<file path="config.mk">
export PLATFORM = sky130hd
export DESIGN_NAME = bitbrick_fusion_acc
export DESIGN_NICKNAME = d
export VERILOG_FILES = /design/src/rtl/sa_fusion_pkg.sv /design/src/rtl/fusion_shift_add.sv /design/src/rtl/bitbrick_fusion_acc.sv
export SDC_FILE = /design/constraint.sdc
export NUM_CORES = 1
export LEC_CHECK = 0
export ABC_CLOCK_PERIOD_IN_PS = 3600
export BUFFER_PORTS_ARGS = -buffer_cell sky130_fd_sc_hd__clkbuf_2
export CAP_MARGIN = 5
export CORE_UTILIZATION = 60
export DETAILED_ROUTE_END_ITERATION = 7
export PLACE_DENSITY = 0.81
export SLEW_MARGIN = 15
export SYNTH_ARGS = -nofsm -noshare
export SYNTH_HDL_FRONTEND = slang
export SYNTH_SLANG_ARGS = --single-unit
</file>
<file path="constraint.sdc">
create_clock -name clock -period 3.6 [get_ports clock]
set_clock_uncertainty 0.2 [all_clocks]
set_input_delay 0 -clock clock [delete_from_list [all_inputs] [get_ports clock]]
set_output_delay 0 -clock clock [all_outputs]
set_load 0.01 [all_outputs]
</file>
<file path="src/rtl/sa_fusion_pkg.sv">
// Shared types and helpers for the BitBrick fusion/accumulate datapath.
package sa_fusion_pkg;

    typedef enum logic [1:0] {
        P2 = 2'd0,
        P4 = 2'd1,
        P8 = 2'd2
    } prec_t;

    localparam int BB_W = 6;
    localparam int GRID = 4;

    // Left-shift applied to BitBrick product (i, j); encoding 3 falls into the P8 case.
    function automatic logic [3:0] shamt(input prec_t prec, input int unsigned i, input int unsigned j);
        case (prec)
            P2:      shamt = 4'd0;
            P4:      shamt = 4'(2 * ((i % 2) + (j % 2)));
            default: shamt = 4'(2 * (i + j));
        endcase
    endfunction

endpackage

</file>
<file path="src/rtl/fusion_shift_add.sv">
// Combinational sign-extend / shift / sum tree folding NBB BitBrick products into one beat sum.
module fusion_shift_add
    import sa_fusion_pkg::*;
#(
    parameter int NBB   = 16,
    parameter int SUM_W = 20
) (
    input  logic [NBB*BB_W-1:0] pp_i,
    input  logic [1:0]          prec_i,
    output logic [SUM_W-1:0]    sum_o
);

    always_comb begin
        sum_o = '0;
        for (int k = 0; k < NBB; k++) begin
            sum_o = sum_o + (SUM_W'(signed'(pp_i[k*BB_W +: BB_W]))
                             << shamt(prec_t'(prec_i), k / GRID, k % GRID));
        end
    end

endmodule

</file>
<file path="src/rtl/bitbrick_fusion_acc.sv">
// Fused-PE back end: per-beat shift/add reduction, then dot-product accumulation.
// Optional BITBRICK_ACC_SAT_EN clamps the accumulator on overflow instead of wrapping.
module bitbrick_fusion_acc
    import sa_fusion_pkg::*;
#(
    parameter int NBB   = 16,
    parameter int SUM_W = 20,
    parameter int ACC_W = 32
) (
    input  logic                clock,
    input  logic                reset,
    input  logic                in_valid,
    output logic                in_ready,
    input  logic [NBB*BB_W-1:0] in_pp,
    input  logic [1:0]          in_prec,
    input  logic                in_last,
    output logic                out_valid,
    input  logic                out_ready,
    output logic [ACC_W-1:0]    out_data,
    output logic                out_ovf
);

    // Handshake: a beat moves on a rising edge where in_valid & in_ready; a result moves where
    // out_valid & out_ready. A held result (out_valid & ~out_ready) freezes the whole pipeline.
    logic [SUM_W-1:0] beat_sum;
    logic             stall;
    logic             accept;

    logic             s1_valid_q;
    logic             s1_last_q;
    logic [SUM_W-1:0] s1_sum_q;
    logic [ACC_W-1:0] acc_q;
    logic [ACC_W-1:0] acc_d;
    logic             ovf_sticky_q;
    logic             out_valid_q;
    logic [ACC_W-1:0] out_data_q;
    logic             out_ovf_q;

    logic [ACC_W-1:0] sum_ext;
    logic [ACC_W-1:0] acc_raw;
    logic             ovf_now;

    fusion_shift_add #(
        .NBB   (NBB),
        .SUM_W (SUM_W)
    ) u_shift_add (
        .pp_i   (in_pp),
        .prec_i (in_prec),
        .sum_o  (beat_sum)
    );

    assign stall     = out_valid_q & ~out_ready;
    assign in_ready  = ~stall;
    assign accept    = in_valid & in_ready;
    assign out_valid = out_valid_q;
    assign out_data  = out_data_q;
    assign out_ovf   = out_ovf_q;

    always_comb begin
        sum_ext = ACC_W'(signed'(s1_sum_q));
        acc_raw = acc_q + sum_ext;
        ovf_now = (acc_q[ACC_W-1] == sum_ext[ACC_W-1]) && (acc_raw[ACC_W-1] != acc_q[ACC_W-1]);
        acc_d   = acc_raw;
`ifdef BITBRICK_ACC_SAT_EN
        if (ovf_now) begin
            acc_d = acc_q[ACC_W-1] ? {1'b1, {(ACC_W-1){1'b0}}} : {1'b0, {(ACC_W-1){1'b1}}};
        end
`endif
    end

    always_ff @(posedge clock or posedge reset) begin
        if (reset) begin
            s1_valid_q   <= 1'b0;
            s1_last_q    <= 1'b0;
            s1_sum_q     <= '0;
            acc_q        <= '0;
            ovf_sticky_q <= 1'b0;
            out_valid_q  <= 1'b0;
            out_data_q   <= '0;
            out_ovf_q    <= 1'b0;
        end else if (!stall) begin
            s1_valid_q <= accept;
            if (accept) begin
                s1_sum_q  <= beat_sum;
                s1_last_q <= in_last;
            end

            if (s1_valid_q && s1_last_q) begin
                out_data_q   <= acc_d;
                out_valid_q  <= 1'b1;
                out_ovf_q    <= ovf_sticky_q | ovf_now;
                acc_q        <= '0;
                ovf_sticky_q <= 1'b0;
            end else begin
                // Not stalled here, so any visible result is being drained this edge.
                out_valid_q <= 1'b0;
                if (s1_valid_q) begin
                    acc_q        <= acc_d;
                    ovf_sticky_q <= ovf_sticky_q | ovf_now;
                end
            end
        end
    end

endmodule

</file>
# == Word-level counts from Yosys, hierarchy flattened ==
# Index checks and enable logic that the tools add are counted.
# totals
ff_bits,89
input_bits,103
output_inout_bits,35
elab_cells,68
# op_classes
add_sub_neg,16
n_eq_ne,3
shift,15
mux,13
bitwise_logic,5
n_reduce_logical,8
# op_table
operator,n
20-bit adder,15
20-bit by 3-bit left shift with 20-bit output,7
20-bit by 4-bit left shift with 20-bit output,6
32-bit 2-to-1 mux,2
20-bit by 2-bit left shift with 20-bit output,2
32-bit adder,1
4-bit one-hot mux with 2 select lines,3
3-bit 2-to-1 mux,2
3-bit one-hot mux with 2 select lines,1
2-bit AND reduction,3
4-bit 2-to-1 mux,1
1-bit 2-to-1 mux,3
1-bit AND,2
2-bit by 1-bit == test with 1-bit output (second input constant),1
1-bit logical AND,2
2-bit logical NOT,1
2-bit 2-to-1 mux,1
1-bit inverter,2
2-bit nonzero test,1
2-bit OR reduction,1
1-bit == test,1
1-bit != test,1
1-bit bitwise OR,1

# == Longest topological paths before layout ==
# Gate-level depths: netlist of the first run.
# logic_depth
ltp_word,18
ltp_mapped,26
depth_no_buf,25

# == By module ==
# Synthesis of the first run repeated with hierarchy kept, for this count alone.
# hier_totals
cells_unflattened,1304
hier_area_um2,12467.0
# by_module_without_submodules
mod,instances,cells_each,area_each_um2,seq_area_each_um2
fusion_shift_add,1,889,7691.1,0.0
bitbrick_fusion_acc,1,415,4775.8,2227.1

# == Least setup slack after synthesis of the first run ==
# Ideal clock, no wire load.
# synth_timing
path_type,in2reg
startpoint,input port in_prec[0]
endpoint,register s1_sum_q[18]
setup_ns,0.138
arrival_time_ns,6.221
required_ns,3.262
path_slack_ns,-2.960
path_stages,23
n_path_buf,2
cell_sequence,clkbuf_1 -> buf_1 -> mux2i_1 -> or2_2 -> fa_1 -> inv_1 -> fa_1 -> fa_1 -> fa_1 -> fa_1 -> inv_1 -> fa_1 -> inv_1 -> fa_1 -> a21o_1 -> a21oi_1 -> o211ai_1 -> a41oi_1 -> nand2b_1 -> o21ai_0 -> a211oi_1 -> xor2_1 -> o21ai_0
# synth_between
elab_chain_len,18
elab_cells_between_ends,41
cone_classes,15 x add/sub; 1 x eq/ne; 15 x shift; 8 x mux; 2 x reduce/logical
# synth_lines
item,line_no,text
start: declaration,bitbrick_fusion_acc.sv:15,"input logic [1:0] in_prec,"
2-bit logical NOT or 2-bit by 1-bit == test with 1-bit output (tied branches),sa_fusion_pkg.sv:15,case (prec)
2-bit 2-to-1 mux or 2-bit OR reduction (tied branches),--,
20-bit by 2-bit left shift with 20-bit output or 3-bit 2-to-1 mux (tied branches),"fusion_shift_add.sv:16, sa_fusion_pkg.sv:15",
20-bit adder or 20-bit by 3-bit left shift with 20-bit output (tied branches),fusion_shift_add.sv:16,sum_o = sum_o + (SUM_W'(signed'(pp_i[k*BB_W +: BB_W]))
20-bit adder (13 in series),fusion_shift_add.sv:16,
20-bit adder (*),fusion_shift_add.sv:16,
end signal: assignment,bitbrick_fusion_acc.sv:84,s1_sum_q <= beat_sum;
end: declaration,bitbrick_fusion_acc.sv:31,logic [SUM_W-1:0] s1_sum_q;
# Every way passes the cells marked *; elsewhere a longest branch is shown, timed or not.
# A chain may end at the register's enable or synchronous reset.

# == Worst setup path in the final report of the first run ==
# layout_timing
startpoint,input port in_prec[0]
endpoint,register s1_sum_q[17]
# Same word-level chain as after synthesis.

==> impl_metrics.json, run 1 <==
{
  "status": "finished with violations",
  "failed_checks": "negative setup slack",
  "tritoncts_num_sinks": 89,
  "placed_area_sq_um": 15100,
  "clk_latency_ns": 0.34,
  "cp_slowest_stage_delay_ns": 0.60,
  "cp_slowest_cell": "fa_1",
  "port_buffers": 137,
  "initialDrtViolationCount": 604,
  "tritoncts": "done",
  "grt_util_all_layers_pct": 32.6,
  "min_delay_path_class": "in -> reg",
  "synth_simple_gate_area_share_pct": 12.1,
  "dp_slack_ns": -2.67,
  "final_area_sq_um": 15800,
  "cp-start-kind": "input port",
  "synth_compound_gate_area_share_pct": 12.7,
  "synth_cell_type_count": 54,
  "netlist_area_sq_um": 12700,
  "place.detailed.hpwl_um": 28900,
  "placeableCoreArea_sq_um": 20500,
  "fmax_mhz": 175,
  "maximum_buffer_depth_of_the_clock_tree": 2,
  "clock_tree_root": "clkbuf_16",
  "final-hold-violation-count": 0,
  "layout_min_cycle_time_ns": 5.73,
  "synth.mux.area_fraction_pct": 4.86,
  "synth_seq_area_share_pct": 17.5,
  "ff2ff_setup_slack_ns": 0.23,
  "synthAdderAreaFrac_pct": 41.7,
  "count_of_boundary_i_o_pins": 138,
  "vertical_extent_of_the_die_um": 148,
  "wl_per_cell_um": 18.3,
  "fp-row-count": 52,
  "synth_area_leaders": "fa_1, dfrtp_1, inv_1, ha_1, nand2_1",
  "synth-async-reset-ratio_pct": 100,
  "avgViaCountPerCell": 5.53,
  "routabilityCongestion": 0.980,
  "fillers": 1458,
  "grt_pass1_wl_um": 54100,
  "post-route-util_pct": 76.9,
  "crit_path_end_kind": "register",
  "first_pass_iters": 5,
  "drc": 0,
  "number_of_warning_messages_in_the_yosys_log": 0,
  "antenna_found_initial": 0,
  "yosysTopAreaCell": "fa_1",
  "largest_family_of_logic_cells_by_synthesized_area": "adder cells",
  "synth.avg_cell_area_sq_um": 9.64,
  "number_of_enable_flip_flop_cells_after_synthesis": 0,
  "ys_dominant_reg_cell": "dfrtp_1",
  "final_cell_mix": "fa_1, inv_1, buf_4",
  "fin_crit_sh_pct": 159,
  "rsz0062_at_grt": "yes",
  "maximum_number_of_pins_on_one_net_before_global_route_repair": 76,
  "timing_worst_slew_pin_value_ns": 0.958,
  "floorplan.initialDensity_pct": 62.1,
  "area_growth_pct": 23.8,
  "data_arrival_time_of_the_worst_path_ns": 5.75,
  "ctsHtreeMaxLevel": 3,
  "fin_nets": 1994,
  "critical_path_required_ns": 3.62,
  "worstSetupPathType": "in -> reg",
  "maxSlewViolCount": 0,
  "synth_xor_area_share_pct": 3.51,
  "route.antenna.remaining_nets": 0,
  "die-width_um": 148,
  "totalWireLength_um": 34400,
  "worst_slack_ns": -2.13,
  "synth_top_area_share_pct": 36.2,
  "cts_made_buffers": 9,
  "first_global_vias": 10680,
  "antenna-diode-count": 0,
  "layout.cells.most_common": "fa_1",
  "synth_fp_nets": 1709,
  "die-area_sq_um": 21800,
  "dr_total_vias": 10388,
  "netlist_instances": 1320,
  "grt_overflow": 0,
  "max-slew-margin-rel_pct": 36.2,
  "seq_area_sq_um": 2230,
  "max_cap_viol_count": 0,
  "postSynthRegisterBits": 89,
  "clock_pin_slew_on_the_worst_setup_and_hold_paths_ns": 0.06,
  "final-setup-viol-count": 19,
  "post_route_cells_drive_above_1_share_pct": 28.3,
  "timing.critical_path.fanout_max": 14,
  "multi_input_area_sq_um": 9850
}
-- registers in the layout, summed over array words and instances, names as in the netlist --
signal	count
ovf_sticky_q	1
s1_last_q	1
acc_q	32
s1_valid_q	1
out_data	32
out_valid	1
s1_sum_q	20
out_ovf	1
-- kinds of logic (layout without fill, tap and decap cells) --
logic type,Yosys count,after routing
AOI/OAI and AO/OA,248,248
xor gates and xnor gates,51,51
adders and majority gates,286,286
buffers and inverters,257,544
DFF,89,89
muxes,58,58
and+or+nand+nor,331,332
-- area by class of cell --
cell class,count,area share [%]
clock inverters,3,0.270
repair buffers,323,14.4
well taps,270,2.14
clock buffers,11,1.54
inverters,207,4.94
multi-input cells,975,62.6
flip-flops and latches,89,14.1
-- final timing paths --
kind | start | end | depth (start not counted)
max | in_prec[0] | s1_sum_q[17] | 25
min in group asynchronous | reset | out_data[1] | 4
max reg2reg | s1_sum_q[1] | acc_q[31] | 10
min reg2reg | s1_sum_q[5] | s1_sum_q[5] | 2
max in group asynchronous | reset | acc_q[14] | 5
min | in_valid | s1_sum_q[10] | 4
-- through the flow --
stage	cells	setup TNS [ns]	hold slack, ns
after floorplan	1320	-30.60	-0.0494
after global placement	1851	-37.51	-0.284
after detailed placement	1851	-38.47	-0.278
after CTS	1875	-30.38	0.252
after global routing	1878	-32.54	0.265
final	1878	-29.60	0.181
-- Yosys cell counts, types with 30 or more instances --
cell type and number:
mux2_2 30, nand2_1 162, nand2b_1 32, clkbuf_1 44, inv_1 207, a21oi_1 79, o21ai_0 47, fa_1 230
dfrtp_1 89, ha_1 56, nor2_1 43, xnor2_1 31, a21o_1 31
-- repair_timing --
| action | 4_1_cts | 5_1_grt |
|---|---|---|
| endpoints found under the setup margin | 19 | 19 |
| hold buffers | 5 | 0 |
| resized for setup | 22 | 21 |
| hold endpoints to repair | 18 | 0 |
| setup buffers | 2 | 3 |
| pin swaps | 33 | 22 |
| gates cloned | 3 | 0 |
-- critical path, delay by kind of cell --
family / cells / cell delay [ns]
adders and majority gates: 7 / 3.28
AOI/OAI and AO/OA: 7 / 1.00
buffers and inverters: 6 / 0.76
and+or+nand+nor: 4 / 0.52
xor gates and xnor gates: 1 / 0.17
-- routing by layer --
layer / track usage (%) / vias to the layer above / share of wire [%]
li1: - / 4798 / -
met1: 46.9 / 5209 / 43
met2: 51.4 / 348 / 48
met3: 8.61 / 33 / 8.1
met4: 3.87 / 0 / 1.2
met5: 0 / - / 0
Power of run 1 is left out: the tool's default activity adds up to more than one toggle a clock period on the data nets, which glitch-free logic cannot reach.
==> run 2, diff against run 1 <==
--- a/config.mk
+++ b/config.mk
@@ -8,9 +8,11 @@
 export ABC_CLOCK_PERIOD_IN_PS = 3600
 export BUFFER_PORTS_ARGS = -buffer_cell sky130_fd_sc_hd__clkbuf_2
 export CAP_MARGIN = 5
+export CORE_MARGIN = 8
 export CORE_UTILIZATION = 60
 export DETAILED_ROUTE_END_ITERATION = 7
 export PLACE_DENSITY = 0.81
+export REMOVE_ABC_BUFFERS = 1
 export SLEW_MARGIN = 15
 export SYNTH_ARGS = -nofsm -noshare
 export SYNTH_HDL_FRONTEND = slang
==> run 2 against run 1 <==
Against the previous run:
- first-iteration DRC count grew 32%
- die area grew 20%
- register-to-register slack better by 0.02 ns
- via count increased by 2.2%
- flip-flop and latch count stayed put
- wire length grew 3.3%
- setup slack worse by 0.27 ns
- final area up 2.3%
- non-clock buffer count is 34 higher
- count of clock-buffer cells in the layout unchanged
- hold slack worse by 0.11 ns
- the run still ends with negative setup slack left
- final cell count increased by 2.1%
==> impl_metrics.json, run 2 (synthesis gave the netlist of run 1 again) <==
{
  "status": "finished with violations",
  "failed_checks": "negative setup slack",
  "critical_path_required_ns": 3.60,
  "routabilityCongestion": 0.988,
  "grt_overflow": 0,
  "fmax_mhz": 167,
  "wl_per_cell_um": 18.5,
  "clk_latency_ns": 0.34,
  "grt_pass1_wl_um": 58200,
  "maximum_buffer_depth_of_the_clock_tree": 2,
  "count_of_boundary_i_o_pins": 138,
  "cp-start-kind": "input port",
  "layout.cells.most_common": "fa_1",
  "fp-row-count": 53,
  "place.detailed.hpwl_um": 29300,
  "antenna_found_initial": 0,
  "initialDrtViolationCount": 799,
  "maximum_number_of_pins_on_one_net_before_global_route_repair": 90,
  "timing_worst_slew_pin_value_ns": 0.738,
  "placeableCoreArea_sq_um": 20900,
  "dp.cells": 1876,
  "max_cap_viol_count": 0,
  "first_global_vias": 11390,
  "min_delay_path_class": "in -> reg",
  "drc": 0,
  "timing.critical_path.fanout_max": 10,
  "post_route_cells_drive_above_1_share_pct": 30.5,
  "fin_nets": 2027,
  "maxSlewViolCount": 0,
  "tritoncts": "done",
  "floorplan.initialDensity_pct": 60.9,
  "vertical_extent_of_the_die_um": 162,
  "crit_path_end_kind": "register",
  "antenna-diode-count": 0,
  "area_growth_pct": 26.6,
  "die-area_sq_um": 26100,
  "max-slew-margin-rel_pct": 50.7,
  "r2r_start": "s1_sum_q[1]",
  "dr_total_vias": 10613,
  "fin_crit_sh_pct": 166,
  "post-route-util_pct": 77.1,
  "worst_slack_ns": -2.39,
  "final_cell_mix": "fa_1, inv_1, buf_4",
  "worstSetupPathType": "in -> reg",
  "fillers": 1477,
  "clock_tree_root": "clkbuf_16",
  "avgViaCountPerCell": 5.53,
  "route.antenna.remaining_nets": 0,
  "data_arrival_time_of_the_worst_path_ns": 5.99,
  "worstSetupStartpoint": "in_prec[0]",
  "layout_min_cycle_time_ns": 5.99,
  "final-setup-viol-count": 19,
  "ctsHtreeMaxLevel": 3,
  "totalWireLength_um": 35500,
  "fin_cells": 1918,
  "tritoncts_num_sinks": 89,
  "port_buffers": 137,
  "clock_pin_slew_on_the_worst_setup_and_hold_paths_ns": 0.06,
  "cts_made_buffers": 9,
  "fin_tns_setup_ns": -33.88,
  "grt_util_all_layers_pct": 28.0,
  "die-width_um": 162,
  "hold_start": "in_pp[6]",
  "final-hold-violation-count": 0,
  "rsz0062_at_grt": "yes",
  "first_pass_iters": 5
}
[run 2: path summary, 6_finish.rpt]
| path | end | slack, ns | depth (start not counted) |
|---|---|---|---|
| setup / recovery | s1_sum_q[18] | -2.39 | 24 |
| hold / removal | s1_sum_q[0] | 0.07 | 5 |
| setup reg to reg | acc_q[31] | 0.25 | 10 |
| hold reg to reg | out_data[26] | 0.28 | 2 |
| max in group asynchronous | acc_q[19] | 2.74 | 4 |
| min in group asynchronous | s1_last_q | 0.11 | 4 |
[run 2: stage by stage]
step,hold WS [ns],setup slack [ns],area (sq um)
final,0.0706,-2.39,16100
after global routing,0.0961,-2.58,16100
after CTS,0.0696,-2.34,15900
after detailed placement,-0.0744,-3.18,15100
after global placement,-0.0829,-3.00,15100
after floorplan,-0.0493,-3.35,12500
[run 2: final cells by class]
type	instances	area, sq um	area share, %
flip-flops and latches	89	2230	13.8
repair buffers	357	2590	16.1
multi-input cells	974	9870	61.2
well taps	275	344	2.14
inverters	207	778	4.83
clock buffers	11	253	1.57
clock inverters	5	53.8	0.334
[run 2: worst max-delay path: stages]
cell and delay, ns:
clkbuf_16 0.14, nor2_4 0.05, buf_12 0.13, buf_12 0.13, and2_1 0.17, fa_1 0.58
inv_1 0.08, fa_1 0.41, fa_2 0.59, fa_1 0.47, fa_1 0.55, fa_1 0.54
inv_2 0.04, ha_4 0.16, fa_2 0.36, a21o_1 0.20, a21oi_2 0.16, o211ai_1 0.20
a41oi_2 0.26, nand2b_4 0.18, o21ai_4 0.07, a211oi_2 0.26, xor2_1 0.18, o21ai_1 0.08
[run 2: per-layer routing]
metal  up-vias  share of wire, %  GRT usage (%)
met2       353                50           46.4
met5         -                 0              0
met3        43               7.0           6.16
met1      5334                42           37.7
li1       4883                 -              -
met4         0               1.6           4.88
[run 2: what timing repair did]
item | in CTS | in global routing
pin swaps | 45 | 38
hold buffers | 3 | 0
endpoints found under the setup margin | 19 | 19
cloned | 2 | 0
resized for setup | 102 | 30
setup buffers | 10 | 11
hold endpoints to repair | 92 | 0
Power of run 2 is left out for the same reason.
